<file path="src/rtl/bus_pkg.sv">
// Shared definitions for the round-robin bus arbiter: master id type,
// arbiter state encoding and a one-hot helper.
package bus_pkg;

    localparam int BUS_NM      = 4;
    localparam int BUS_BURST_W = 8;

    typedef logic [1:0] bus_mid_t;

    typedef enum logic {
        ARB_IDLE  = 1'b0,
        ARB_OWNED = 1'b1
    } arb_state_t;

    function automatic logic [BUS_NM-1:0] bus_onehot(input bus_mid_t id);
        logic [BUS_NM-1:0] one;
        one = {{(BUS_NM-1){1'b0}}, 1'b1};
        return one << id;
    endfunction

endpackage

</file>
<file path="src/rtl/rr_pick.sv">
// Combinational 4-way rotating priority encoder: the first set request
// at or after the start index, wrapping, wins.
module rr_pick
    import bus_pkg::*;
(
    input  logic [BUS_NM-1:0] req,
    input  bus_mid_t          start,
    output logic              valid,
    output bus_mid_t          id
);

    always_comb begin
        // NOTE: every output of a combinational block gets a default first so
        // that no path through the block leaves it unassigned (no latch).
        valid = 1'b0;
        id    = start;
        for (int i = 0; i < BUS_NM; i++) begin
            bus_mid_t idx;
            idx = start + bus_mid_t'(i);
            if (!valid && req[idx]) begin
                valid = 1'b1;
                id    = idx;
            end
        end
    end

endmodule

</file>
<file path="src/rtl/bus_arbit_rr.sv">
// Four-master round-robin arbiter with registered one-hot grants held for the
// owner's request. Optional forced release: define BUS_ARBIT_BURST_LIMIT_EN.
module bus_arbit_rr
    import bus_pkg::*;
#(
    parameter int NM        = 4,
    parameter int MAX_BURST = 16
) (
    input  logic                   clk,
    input  logic                   reset_n,
    input  logic [3:0]             req,
    output logic [3:0]             grant,
    output bus_mid_t               grant_id,
    output logic                   bus_busy,
    output logic [BUS_BURST_W-1:0] burst_cnt
);

    if (NM != BUS_NM) begin : g_bad_nm
        $error("bus_arbit_rr supports exactly 4 masters");
    end
    if (MAX_BURST < 2 || MAX_BURST > 256) begin : g_bad_max_burst
        $error("bus_arbit_rr MAX_BURST must be within 2..256");
    end

    localparam logic [3:0] REQ_MASK = 4'((1 << NM) - 1);

`ifdef BUS_ARBIT_BURST_LIMIT_EN
    localparam logic [BUS_BURST_W-1:0] BURST_CAP = BUS_BURST_W'(MAX_BURST - 1);
`else
    localparam logic [BUS_BURST_W-1:0] BURST_CAP = {BUS_BURST_W{1'b1}};
`endif

    arb_state_t             state, state_nxt;
    logic [3:0]             grant_nxt;
    bus_mid_t               id_nxt;
    logic [BUS_BURST_W-1:0] cnt_nxt;

    logic [3:0] req_eff;
    logic       pick_valid;
    bus_mid_t   pick_id;
    logic       owner_req;
    logic       force_rel;

    assign req_eff   = req & REQ_MASK;
    assign owner_req = req_eff[grant_id];

`ifdef BUS_ARBIT_BURST_LIMIT_EN
    logic rivals;
    assign rivals    = |(req_eff & ~bus_onehot(grant_id));
    assign force_rel = (burst_cnt == BURST_CAP) && rivals;
`else
    assign force_rel = 1'b0;
`endif

    // Search starts just past the last owner, so a releasing master is
    // considered last among those waiting.
    rr_pick u_pick (
        .req   (req_eff),
        .start (grant_id + bus_mid_t'(1)),
        .valid (pick_valid),
        .id    (pick_id)
    );

    always_comb begin
        state_nxt = state;
        grant_nxt = grant;
        id_nxt    = grant_id;
        cnt_nxt   = burst_cnt;
        case (state)
            ARB_IDLE: begin
                if (pick_valid) begin
                    state_nxt = ARB_OWNED;
                    grant_nxt = bus_onehot(pick_id);
                    id_nxt    = pick_id;
                    cnt_nxt   = '0;
                end
            end
            ARB_OWNED: begin
                if (owner_req && !force_rel) begin
                    if (burst_cnt != BURST_CAP) begin
                        cnt_nxt = burst_cnt + 1'b1;
                    end
                end else if (pick_valid) begin
                    // Direct handover: the next owner is granted on this edge.
                    grant_nxt = bus_onehot(pick_id);
                    id_nxt    = pick_id;
                    cnt_nxt   = '0;
                end else begin
                    state_nxt = ARB_IDLE;
                    grant_nxt = '0;
                    cnt_nxt   = '0;
                end
            end
            default: begin
                state_nxt = ARB_IDLE;
                grant_nxt = '0;
                cnt_nxt   = '0;
            end
        endcase
    end

    // NOTE: all state registers use non-blocking assignments so every flop
    // samples the pre-edge values, independent of statement order.
    always_ff @(posedge clk or negedge reset_n) begin
        if (!reset_n) begin
            state     <= ARB_IDLE;
            grant     <= '0;
            grant_id  <= bus_mid_t'(3);
            burst_cnt <= '0;
        end else begin
            state     <= state_nxt;
            grant     <= grant_nxt;
            grant_id  <= id_nxt;
            burst_cnt <= cnt_nxt;
        end
    end

    assign bus_busy = |grant;

endmodule

</file>
<file path="config.mk">
export PLATFORM = sky130hd
export DESIGN_NAME = bus_arbit_rr
export DESIGN_NICKNAME = d
export VERILOG_FILES = /design/src/rtl/bus_pkg.sv /design/src/rtl/rr_pick.sv /design/src/rtl/bus_arbit_rr.sv
export SDC_FILE = /design/constraint.sdc
export NUM_CORES = 1
export LEC_CHECK = 0
export CAP_MARGIN = 15
export CORE_ASPECT_RATIO = 0.5
export CORE_MARGIN = 3
export CORE_UTILIZATION = 30
export CTS_BUF_LIST = sky130_fd_sc_hd__clkbuf_8
export CTS_CLUSTER_SIZE = 24
export DETAILED_ROUTE_END_ITERATION = 8
export GPL_TIMING_DRIVEN = 0
export PLACE_DENSITY = 0.63
export SYNTH_ARGS = -nofsm -noshare
export SYNTH_HDL_FRONTEND = slang
export SYNTH_HIERARCHICAL = 1
export SYNTH_SLANG_ARGS = --single-unit
</file>
<file path="constraint.sdc">
create_clock -name clk -period 1.9 [get_ports clk]
set_input_delay 0.19 -clock clk [delete_from_list [all_inputs] [get_ports clk]]
set_output_delay 0.19 -clock clk [all_outputs]
set_load 0.02 [all_outputs]
</file>
# Word level (Yosys, flattened, before mapping)
# Index checks and enable logic that the tools add are counted.
# Widths: inputs -> output; s select.
[word_totals]
ff_bits = 15
latch_bits = 0
ramBits = 0
mem_bits_ro = 0
inputBits = 6
output_inout_bits = 15
word_cells = 60
memories = 0
[classes]
add_sub_neg = 5
mul = 0
div = 0
n_lt_le_gt_ge = 5
n_eq_ne = 4
n_shift = 1
n_mux = 31
n_bitwise = 1
n_reduce_logical = 9
[op_table]
columns = ["op", "count"]
rows = [
  ["$mux 8", 3],
  ["$pmux 8 s2", 1],
  ["$lt 2x3->1 const B", 5],
  ["$mux 4", 3],
  ["$mux 1", 11],
  ["$bmux 1 s2", 5],
  ["$mux 2", 5],
  ["$add 8x1->8 const B", 1],
  ["$ne 8x8->1 const B", 1],
  ["$pmux 4 s2", 1],
  ["$add 2x1->2 const B", 2],
  ["$add 2x2->2 const B", 2],
  ["$ne 2x2->1 const B", 2],
  ["$pmux 2 s2", 1],
  ["$reduce_and 2->1", 2],
  ["$reduce_or 4->1", 1],
  ["$shl 1x2->4 const A", 1],
  ["$logic_and 1x1->1", 3],
  ["$logic_not 1->1", 3],
  ["$ne 3x2->1 const B", 1],
  ["$pmux 1 s2", 1],
  ["$not 1->1", 1],
]

# Depth between registers and ports, before layout
# Gate-level depths: netlist (run 1).
[logic_depth]
word_depth = 17
mapped_depth = 6
ltp_nobuf = 6

# Modules after synthesis
# The synthesis (run 1) kept the hierarchy.
[modules_own_cells]
columns = ["mod", "n_inst", "cells_each", "area_per_inst_um2", "seq_area_each_um2"]
rows = [
  ["bus_arbit_rr", 1, 70, 764.5, 377.9],
  ["rr_pick", 1, 16, 96.3, 0.0],
]

# Worst setup path before layout (run 1)
# No wires, ideal clock.
[synth_timing]
path_type = "flip-flop to flip-flop"
start = "register grant_id[0]"
end = "register burst_cnt[4]"
setup_ns = 0.121
arrival_time_ns = 1.637
t_required_ns = 1.779
slack_ns = 0.141
path_stages_with_launch = 6
n_path_buf = 1
period_less_slack_ns = 1.759
cell_sequence = "dfstp_2 mux4_2 nand2_4 buf_8 a31oi_1 o22a_1"
[synth_between]
elab_chain_len = 15
elab_cells_between_ends = 29
classes_between = "add/sub: 4; eq/ne: 2; mux: 16; reduce/logical: 7"
[synth_rtl]
columns = ["item", "line_no", "source"]
rows = [
  ["start: declaration", "bus_arbit_rr.sv:13", "output bus_mid_t grant_id,"],
  ["start signal: assignment", "bus_arbit_rr.sv:108", "grant_id <= bus_mid_t'(3);"],
  ["start signal: assignment", "bus_arbit_rr.sv:113", "grant_id <= id_nxt;"],
  ["branches (longest 15 deep; another with $add 2x1->2)", "-", ""],
  ["end signal: assignment", "bus_arbit_rr.sv:114", "burst_cnt <= cnt_nxt;"],
  ["end: declaration", "bus_arbit_rr.sv:15", "output logic [BUS_BURST_W-1:0] burst_cnt"],
]
# Parallel ways; which one is timed is not known. The select of a mux whose other input is x is not followed.
# A chain may end at the register's enable or synchronous reset.

# Final worst setup path (run 1)
# Ends and elaborated chain as after synthesis.

==> results of run 1 <==
-- per-layer routing --
layer	routed length, µm	GRT usage [%]
met5	0	0
met4	0	3.97
met3	38	3.11
met2	906	18.3
met1	960	15.9
-- cell usage after synthesis (all sizes together) --
library cell | instances | area share [%]
o21bai | 1 | 0.87
xor2 | 1 | 1.0
a31oi | 2 | 1.5
o21ai | 4 | 2.3
a221oi | 1 | 1.7
nand2 | 7 | 3.9
nand3b | 1 | 0.87
and2 | 1 | 1.0
o2bb2ai | 2 | 2.8
or2 | 1 | 0.73
ha | 1 | 1.5
or4 | 1 | 0.87
buf | 1 | 1.7
nand2b | 3 | 2.2
or3 | 1 | 0.73
a31o | 1 | 1.0
dfstp | 2 | 6.1
mux4 | 1 | 2.6
a41o | 2 | 2.3
nor3b | 1 | 0.87
nand3 | 5 | 3.5
a22o | 1 | 1.0
a21o | 2 | 1.7
dfrtp | 13 | 38
inv | 5 | 2.2
a32o | 2 | 2.3
a21oi | 7 | 4.1
nand4b | 1 | 1.0
nor2b | 1 | 0.73
o22a | 2 | 2.0
clkbuf | 1 | 0.44
nor2 | 7 | 3.1
a41oi | 2 | 2.0
and3 | 2 | 1.5
-- sequential cells by signal, indices dropped and copies added (netlist names) --
| signal | cells |
|---|---|
| burst_cnt | 8 |
| grant | 4 |
| grant_id | 2 |
| state | 1 |
-- per-stage QoR --
| stage | std cells | cell area [µm²] |
|---|---|---|
| 6_report | 146 | 1160 |
| 5_1_grt | 146 | 1160 |
| 4_1_cts | 147 | 1150 |
| 3_5_place_dp | 143 | 1110 |
| 3_3_place_gp | 143 | 1110 |
| 2_1_floorplan | 86 | 861 |
-- power by group through the flow --
stage	registers, mW	logic, mW	clock network (mW)
CTS	0.500	0.879	0.264
detailed placement	0.504	0.877	0
finish	0.505	0.875	0.253
global route	0.524	0.960	0.279
global placement	0.504	0.868	0
floorplan	0.584	0.503	0
-- timing repair --
item / 4_1_cts / 5_1_grt
endpoints found under the setup margin: 0 / 6
setup buffers: 0 / 0
resized for setup: 0 / 2
-- cell type report --
type	count	area (µm²)
tap	37	46.3
inverter	5	18.8
sequential	15	378
fill	285	1510
timing repair buffer	20	203
clock buffer	3	41.3
multi-input combinational	64	453
clock inverter	1	3.75
buffer	1	15.0
-- path summary, 6_finish.rpt --
path	start	endpoint	slack, ns	depth (start not counted)
worst max-delay path	grant_id[0]	burst_cnt[4]	0.10	5
worst max register to register	grant_id[0]	burst_cnt[4]	0.10	5
max in group asynchronous	reset_n	state	1.09	1
worst min register to register	grant[1]	grant[1]	0.51	1
min in group clk	grant[1]	grant[1]	0.51	1
worst min-delay path	reset_n	burst_cnt[2]	0.36	1
-- cells by family after synthesis --
| family | Yosys count | share of synthesized area, % |
|---|---|---|
| AOI/OAI and AO/OA | 29 | 25.7 |
| xor gates and xnor gates | 1 | 1.02 |
| adders and majority gates | 1 | 1.45 |
| buffers and inverters | 7 | 4.36 |
| DFF | 15 | 43.9 |
| muxes | 1 | 2.62 |
| and+or+nand+nor | 32 | 20.9 |
-- worst reg2reg max path: cells and delay by family (launching register included) --
| family | cells | cell delay [ns] |
|---|---|---|
| AND/OR/NAND/NOR | 1 | 0.14 |
| buffers and inverters | 1 | 0.14 |
| AO/OA/AOI/OAI | 2 | 0.25 |
| flip-flops | 1 | 0.59 |
| multiplexers | 1 | 0.57 |
==> results.toml, run 1 <==
[critical_path]
critical_path_buf_inv_count = 1
end_kind = "flop"
setup.worst_path.class = "flop to flop"
crit_fanout = 10
cp.arrival_ns = 1.93
critPathRequiredTime_ns = 2.03
path_delay_family = "flip-flops"
crit_chain = "mux4_2, nand2_4, buf_8, a31oi_1, o22a_1"
worst_setup_path_start_kind = "flop"
critPathMaxStageDelay_ns = 0.59
slowest_stage = "dfstp_2"

[sta]
hold_violations = 0
setup_viol_count_final = 0
slew_headroom_pct = 53.2
min_period_ns = 1.80
max_slew.worst_pin.slew_ns = 0.700
fin_setup_tns_ns = 0
hold_ws_ns = 0.365
post-route-period-util_pct = 94.5
max_freq_mhz = 557
slew_violations = 0
timing.final.ws_setup_ns = 0.104
rsz0062_at_grt = "no"
skew_ns = 0.00211

[power_and_ir_drop]
switching_share_pct = 39.9
netSwitchingPower_mw = 0.652
p_int_mw = 0.981
power.share.sequential_pct = 30.9
power_mw = 1.63
p_per_area_mw_per_mm2 = 1410
power_frac_comb_pct = 53.6
p_leak_nw = 0.506
p_clk_share_pct = 15.5
ir_worst_vdd_mv = 0.448

[placement]
io_buffers = 20
gp_congestion = 0.856
post-place-ws_ns = -0.118
dp_hpwl_um = 1380

[finish]
layout_common_cells = "clkdlybuf4s50_1, dfrtp_1, a21oi_1, nor2_1"
syn_to_final_growth_pct = 34.6
drive_above_1_share_pct = 13.8
final_util_pct = 43.4
nets = 117
mostFrequentLayoutCell = "clkdlybuf4s50_1"
antennaDiodeCount = 0

[synthesis]
yosysWarnings = 6
ys_ff_latch = 15
ys_types = 37
avgSynthCellArea_um2 = 10.0
synth_nets = 93
syn_inst = 86
ys_seq_area_share_pct = 43.9
netlist_area_um2 = 861

[floorplan]
start_util_pct = 32.3
die_h_um = 43.9
die_x_um = 81.8
placementRows = 13
die-area_mm2 = 0.00359
ios = 21
core-area_mm2 = 0.00267

[global_route]
grt_max_degree = 16
overflow = 0
grt_pass1_vias = 683
grtUsageTotal_pct = 11.8
grt_pass1_wl_um = 3220
antenna_found_initial = 0

[detailed_routing]
wl_per_cell_um = 13.0
dr.pass1.iters = 4
wirelength_um = 1910
drt_iter0_markers = 36
num_vias = 752
final_antenna_net_count = 0
route.detailed.drc = 0
drt-vias-per-instance = 5.15

[run]
maxCapViolations = 0

[clock_network]
tritoncts = "yes"
ctsRootBufferMaster = "clkbuf_8"
clk_latency_ns = 0.25
cts_made_buffers = 3
cts_max_level = 1
clk_pin_slew_ns = 0.06
numClockSinks = 15
cts_buffer_depth = 2
ctsHoldBuffers = 0

[status]
status = "finished clean"

[min_path]
hp-class = "input port to async pin"
No activity file was read; power rests on OpenSTA's default activity.
==> inputs of run 2 (changes only) <==
- CTS_CLUSTER_DIAMETER: unset -> 120
==> results of run 2 <==
Same layout as run 1: the final DEF is identical, and so are final timing and power.
